[config.mk]
export PLATFORM = sky130hd
export DESIGN_NAME = srl_fifo65_flat
export DESIGN_NICKNAME = d
export VERILOG_FILES = /design/src/rtl/srl_fifo65_if.sv /design/src/rtl/srl_fifo65.sv /design/src/flat_wrapper.sv
export SDC_FILE = /design/constraint.sdc
export NUM_CORES = 1
export LEC_CHECK = 0
export CORE_UTILIZATION = 29
export CTS_CLUSTER_DIAMETER = 80
export CTS_CLUSTER_SIZE = 20
export DETAILED_ROUTE_END_ITERATION = 10
export PLACE_DENSITY_LB_ADDON = 0.3
export SETUP_SLACK_MARGIN = 0.05
export SLEW_MARGIN = 20
export SYNTH_ARGS = -nofsm -noshare
export SYNTH_HDL_FRONTEND = slang
export SYNTH_SLANG_ARGS = --single-unit
[constraint.sdc]
create_clock -name CLK -period 46.8 [get_ports CLK]
set_input_delay 14.04 -clock CLK [delete_from_list [all_inputs] [get_ports CLK]]
set_output_delay 14.04 -clock CLK [all_outputs]
set_load 0.005 [all_outputs]
[src/rtl/srl_fifo65_if.sv]
// Streaming handshake bundle for srl_fifo65: upstream push side, downstream
// pop side and the occupancy readout. Clock and reset stay plain ports.
interface srl_fifo65_if #(
    parameter int WIDTH = 18
);
    logic [WIDTH-1:0] IDAT;
    logic             IVLD;
    logic             IRDY;
    logic [WIDTH-1:0] ODAT;
    logic             OVLD;
    logic             ORDY;
    logic [6:0]       LEVEL;

    // Producer/consumer view: drives the data in and the downstream ready.
    modport master (
        output IDAT,
        output IVLD,
        input  IRDY,
        input  ODAT,
        input  OVLD,
        output ORDY,
        input  LEVEL
    );

    // FIFO view.
    modport slave (
        input  IDAT,
        input  IVLD,
        output IRDY,
        output ODAT,
        output OVLD,
        input  ORDY,
        output LEVEL
    );
endinterface

[src/rtl/srl_fifo65.sv]
// 65-word streaming FIFO: a 64-deep adjustable-length shift register (one
// SRL64E per data bit) plus one registered output stage. New words always
// enter SRL position 0; the oldest word sits at address cnt-1 and is moved
// into the output register whenever that register is empty or being taken.
module srl_fifo65 #(
    parameter int WIDTH = 18
) (
    input  logic            CLK,
    input  logic            RSTN,
    srl_fifo65_if.slave     s_if
);

    localparam logic [6:0] SRL_FULL  = 7'd64;
    localparam logic [6:0] SRL_EMPTY = 7'd0;

    // Shift-register storage. Deliberately never reset so it maps onto SRL
    // primitives; stale contents are unreachable because cnt is cleared.
    logic [WIDTH-1:0] srl_q [64];
    logic [WIDTH-1:0] srl_d [64];

    // Control and output registers.
    logic [6:0]       cnt_q;
    logic [6:0]       cnt_d;
    logic             ovld_q;
    logic             ovld_d;
    logic [WIDTH-1:0] odat_q;
    logic [WIDTH-1:0] odat_d;
    logic             rstn_q;

    // Combinational helpers.
    logic             irdy_s;
    logic             wr_s;
    logic             ld_s;
    logic [5:0]       rd_addr_s;
    logic [WIDTH-1:0] srl_dout_s;

    // Handshake qualifiers and SRL read port; IRDY depends only on registers.
    always_comb begin
        irdy_s     = rstn_q & (cnt_q != SRL_FULL);
        wr_s       = s_if.IVLD & irdy_s;
        ld_s       = (cnt_q != SRL_EMPTY) & (~ovld_q | s_if.ORDY);
        // cnt=64 wraps to address 63 through the 6-bit subtraction.
        rd_addr_s  = cnt_q[5:0] - 6'd1;
        srl_dout_s = srl_q[rd_addr_s];
    end

    // SRL shift: on a push every word moves up one position and IDAT enters at 0.
    always_comb begin
        srl_d = srl_q;
        if (wr_s) begin
            srl_d[0] = s_if.IDAT;
            for (int i = 1; i < 64; i++) begin
                srl_d[i] = srl_q[i-1];
            end
        end else begin
            srl_d = srl_q;
        end
    end

    // SRL storage register (clock-enable shift, no reset).
    always_ff @(posedge CLK) begin
        srl_q <= srl_d;
    end

    // Next occupancy and output-stage state. The read samples Q before the
    // shift, so a simultaneous push and load leaves cnt unchanged.
    always_comb begin
        cnt_d  = cnt_q + {6'd0, wr_s} - {6'd0, ld_s};
        ovld_d = ovld_q;
        odat_d = odat_q;
        if (ld_s) begin
            odat_d = srl_dout_s;
            ovld_d = 1'b1;
        end else if (ovld_q & s_if.ORDY) begin
            ovld_d = 1'b0;
            odat_d = odat_q;
        end else begin
            ovld_d = ovld_q;
            odat_d = odat_q;
        end
    end

    // Control/output registers with synchronous active-low reset; rstn_q
    // keeps IRDY low until the first edge after reset is released.
    always_ff @(posedge CLK) begin
        if (!RSTN) begin
            rstn_q <= 1'b0;
            cnt_q  <= 7'd0;
            ovld_q <= 1'b0;
            odat_q <= '0;
        end else begin
            rstn_q <= 1'b1;
            cnt_q  <= cnt_d;
            ovld_q <= ovld_d;
            odat_q <= odat_d;
        end
    end

    assign s_if.IRDY  = irdy_s;
    assign s_if.ODAT  = odat_q;
    assign s_if.OVLD  = ovld_q;
    assign s_if.LEVEL = cnt_q + {6'd0, ovld_q};

endmodule

[src/flat_wrapper.sv]
// flat-port wrapper written by rule: the top's interface ports become plain ports
module srl_fifo65_flat 
#(
    parameter int WIDTH = 18
)
  (CLK, RSTN, s_if_IDAT, s_if_IVLD, s_if_IRDY, s_if_ODAT, s_if_OVLD, s_if_ORDY, s_if_LEVEL);
  srl_fifo65_if #(.WIDTH(WIDTH)) s_if_i ();
  input  logic CLK;
  input  logic RSTN;
  input wire logic [$bits(s_if_i.IDAT)-1:0] s_if_IDAT;
  input wire logic [$bits(s_if_i.IVLD)-1:0] s_if_IVLD;
  output wire logic [$bits(s_if_i.IRDY)-1:0] s_if_IRDY;
  output wire logic [$bits(s_if_i.ODAT)-1:0] s_if_ODAT;
  output wire logic [$bits(s_if_i.OVLD)-1:0] s_if_OVLD;
  input wire logic [$bits(s_if_i.ORDY)-1:0] s_if_ORDY;
  output wire logic [$bits(s_if_i.LEVEL)-1:0] s_if_LEVEL;
  assign s_if_i.IDAT = s_if_IDAT;
  assign s_if_i.IVLD = s_if_IVLD;
  assign s_if_IRDY = s_if_i.IRDY;
  assign s_if_ODAT = s_if_i.ODAT;
  assign s_if_OVLD = s_if_i.OVLD;
  assign s_if_i.ORDY = s_if_ORDY;
  assign s_if_LEVEL = s_if_i.LEVEL;
  srl_fifo65 #(.WIDTH(WIDTH)) u_core (.CLK(CLK), .RSTN(RSTN), .s_if(s_if_i));
endmodule
==> results.sh <==
export IMPL_final_setup_worst_slack_ns=28.23
export IMPL_wl_per_cell_um=20.0
export IMPL_p_int_w=0.00196
export IMPL_clkTransAtPathRegs_ns=0.08
export IMPL_clock_power_share_pct=21.3
export IMPL_tightest_slew_ns=1.14
export IMPL_path_class="input port to flop"
export IMPL_portBuffers=48
export IMPL_synth_top_area_share_pct=76.6
export IMPL_viasPerCell=4.74
export IMPL_arrival_ns=18.84
export IMPL_pre_cts_ws_ns=27.35
export IMPL_grtUsageTotal_pct=10.7
export IMPL_die_y_um=397
export IMPL_crit_buf_inv=6
export IMPL_crit_path_start_kind="input port"
export IMPL_dieWidth_um=397
export IMPL_synth_cells=2085
export IMPL_crit_path_frequent_cell="buf_4"
export IMPL_num_nets_final=2176
export IMPL_ys_seq_area_share_pct=77.8
export IMPL_rows=144
export IMPL_hold_class="flop to flop"
export IMPL_ctsHoldBuffers=0
export IMPL_core_area_um2=154000
export IMPL_grt_pass1_wl_um=133000
export IMPL_drt_first_iter_violations=2044
export IMPL_powerDensity_nw_per_um2=58.3
export IMPL_ant_nets=0
export IMPL_power_leakage_nw=14.5
export IMPL_clockRootBuffer="clkbuf_16"
export IMPL_antenna_cells=0
export IMPL_worst_setup_path_end_kind="flop"
export IMPL_place_hpwl_um=46100
export IMPL_drt_wl_total_um=84300
export IMPL_final_min_clock_period_ns=18.57
export IMPL_drtPass1Iterations=5
export IMPL_finalSetupViolCount=0
export IMPL_period_share_pct=39.7
export IMPL_instances_no_fill=4220
export IMPL_drive_above_1_share_pct=19.8
export IMPL_htree_num_levels=3
export IMPL_max_stage_delay_ns=0.90
export IMPL_design_area_um2=50100
export IMPL_yosysWarnings=0
export IMPL_start_util_pct=29.3
export IMPL_cts_buffer_depth=3
export IMPL_cp_depth=7
export IMPL_cp_required_ns=47.07
export IMPL_antenna_found_initial=0
export IMPL_drv_cap=0
export IMPL_relSlewSlack_pct=24.3
export IMPL_dp_cells=4103
export IMPL_first_global_vias=21266
export IMPL_cts_sinks=1179
export IMPL_cts_tree="done"
export IMPL_vias=20022
export IMPL_switchingPower_w=0.000962
export IMPL_clock_skew_ns=0.0241
export IMPL_status="completed"
export IMPL_die_area_um2=157000
export IMPL_pwr_share_seq_pct=44.1
export IMPL_clk_insertion_delay_late_ns=0.64
export IMPL_syn_area_um2=45200
export IMPL_post_cts_setup_buffers=0
export IMPL_synth_top_area_cell="edfxtp_1"
export IMPL_grt_ovfl_total=0
export IMPL_area_delta_synth_final_pct=11.0
export IMPL_grt_start_max_net_pins=224
export IMPL_swShare_pct=32.9
export IMPL_finalMaxSlewViolations=0
export IMPL_rsz0062_at_grt="no"
export IMPL_path_cells="clkdlybuf4s50_1, and2_4, buf_4, buf_4, buf_12, buf_16, buf_6"
export IMPL_syn_num_nets=2128
export IMPL_vdd_drop_max_v=0.0000666
export IMPL_synth_seq_cells=1179
export IMPL_fillers=14488
export IMPL_critPathTopFamily="buffers and inverters"
export IMPL_place_area_um2=48100
export IMPL_drc=0
export IMPL_whs_path_depth=0
export IMPL_cp_max_fo=148
export IMPL_gp_congestion=0.718
export IMPL_cts_buffers=69
export IMPL_synth_area_leaders="edfxtp_1 77%, mux4_2 15%, nand2_1 1.5%"
export IMPL_tns_ns=0
export IMPL_crit_path_top_delay_cell="buf_4"
export IMPL_hold_viol_final=0
export IMPL_power_frac_comb_pct=34.6
export IMPL_io_pins=49
export IMPL_ctsResizeCount=0
export IMPL_synth_cell_types=45
export IMPL_avgSynthCellArea_um2=21.7
export IMPL_finalPower_w=0.00292
export IMPL_ff2ff_path_depth=10
export IMPL_timing_fmax_mhz=53.8
cells in the final DEF, fill, tap and decap left out, types with 3 or more instances in the layout:
cell type / Yosys / layout
nor2b_1: 5 / 5
xor2_1: 4 / 4
nor2_1: 52 / 51
inv_1: 11 / 11
o2111ai_1: 16 / 16
nand3_1: 111 / 111
nand2_1: 186 / 186
mux4_2: 306 / 306
dfxtp_1: 27 / 26
ha_1: 20 / 19
buf_4: 12 / 23
buf_12: 0 / 5
clkdlybuf4s50_1: 0 / 48
edfxtp_1: 1152 / 1152
clkbuf_1: 46 / 39
nor3_1: 4 / 4
xnor2_1: 9 / 6
a22oi_1: 18 / 18
a21oi_1: 7 / 7
clkbuf_16: 0 / 73
o21ai_0: 4 / 4
buf_16: 0 / 3
a31oi_1: 18 / 18
power groups by stage:
stage / logic (W) / clock network [W] / registers [W]
floorplan: 0.000723 / 0 / 0.00139
global placement: 0.00103 / 0 / 0.00131
detailed placement: 0.00103 / 0 / 0.00131
CTS: 0.00104 / 0.000651 / 0.00129
global route: 0.00110 / 0.000681 / 0.00130
finish: 0.00101 / 0.000624 / 0.00129
synthesized netlist by cell type:
cell type / n
o211ai_1: 2
o2111a_1: 1
inv_2: 1
a21oi_4: 1
o21ai_1: 1
nor3_1: 4
buf_4: 12
nor3_2: 2
clkinv_1: 1
or4b_4: 1
fa_1: 1
xor2_2: 1
buf_1: 5
a22oi_1: 18
nand2_1: 186
o2111ai_1: 16
clkbuf_1: 46
and4_1: 1
a21oi_1: 7
a21oi_2: 1
mux4_2: 306
a41oi_1: 1
a41oi_2: 1
edfxtp_1: 1152
xnor2_1: 9
buf_2: 33
o21a_1: 2
nand2b_1: 1
ha_1: 20
nor2_4: 1
nor2_1: 52
xor2_1: 4
o21bai_1: 2
a21boi_2: 1
and3_1: 2
o21ai_0: 4
dfxtp_1: 27
nand4_1: 1
nand3_1: 111
inv_1: 11
a31oi_1: 18
nor2b_1: 5
buf_6: 8
or3_1: 2
and2_1: 3
cell type report:
class	instances	area, um2	share of cell area, %
flip-flops and latches	1179	35100	70.1
multi-input cells	789	9540	19.0
well taps	2044	2560	5.10
clock buffers	112	1970	3.94
repair buffers	81	858	1.71
inverters	13	48.8	0.0973
clock inverters	2	25.0	0.0499
sequential cells by signal (all words and copies together), names as in the netlist:
signal and count:
u_core.cnt_q 7, u_core.s_if.ODAT 18, u_core.s_if.OVLD 1, u_core.rstn_q 1, u_core.srl_q 1152
worst reg2reg max path, cell delays in order, from the launching register on:
cell and delay [ns]:
dfxtp_4 0.86, clkinv_1 0.30, ha_4 0.29, nand3_1 0.12, o21a_1 0.15, and2_4 0.55, buf_4 0.87, buf_4 0.91
buf_12 0.49, buf_16 0.55, buf_6 0.87
final timing paths:
path | slack, ns | end | startpoint
worst max-delay path | 28.23 | u_core.srl_q[12]$_DFFE_PP_ | s_if_IVLD
worst max register to register | 40.37 | u_core.srl_q[12]$_DFFE_PP_ | u_core.cnt_q[0]$_SDFF_PN0_
worst min register to register | 0.43 | u_core.srl_q[362]$_DFFE_PP_ | u_core.srl_q[380]$_DFFE_PP_
worst min-delay path | 0.43 | u_core.srl_q[362]$_DFFE_PP_ | u_core.srl_q[380]$_DFFE_PP_
cells by family (layout without fill, tap and decap cells):
logic type               count (synthesis)  in the layout  synth area share, %
flip-flops                            1179           1179                 77.8
XOR/XNOR                                14             14                0.288
buffers and inverters                  117            208                 1.30
AND/OR/NAND/NOR                        372            372                 3.56
multiplexers                           306            306                 15.3
adder cells (fa/ha/maj)                 21             21                0.598
AO/OA/AOI/OAI                           76             76                 1.25
metrics by stage:
step | utilization (%) | hold slack [ns]
after floorplan | - | 0.421
after global placement | 31.1 | 0.424
after detailed placement | 31.1 | 0.429
after CTS | 32.4 | 0.426
after global routing | 32.5 | 0.433
final | 32.5 | 0.431
routing by layer:
layer | GRT usage, % | up-vias | share of wire, %
met2 | 17.4 | 396 | 49
met5 | 0 | - | 0
met4 | 3.23 | 0 | 2.0
li1 | - | 8677 | -
met1 | 14.9 | 10852 | 45
met3 | 1.58 | 97 | 4.1
No activity file was read; power rests on OpenSTA's default activity.
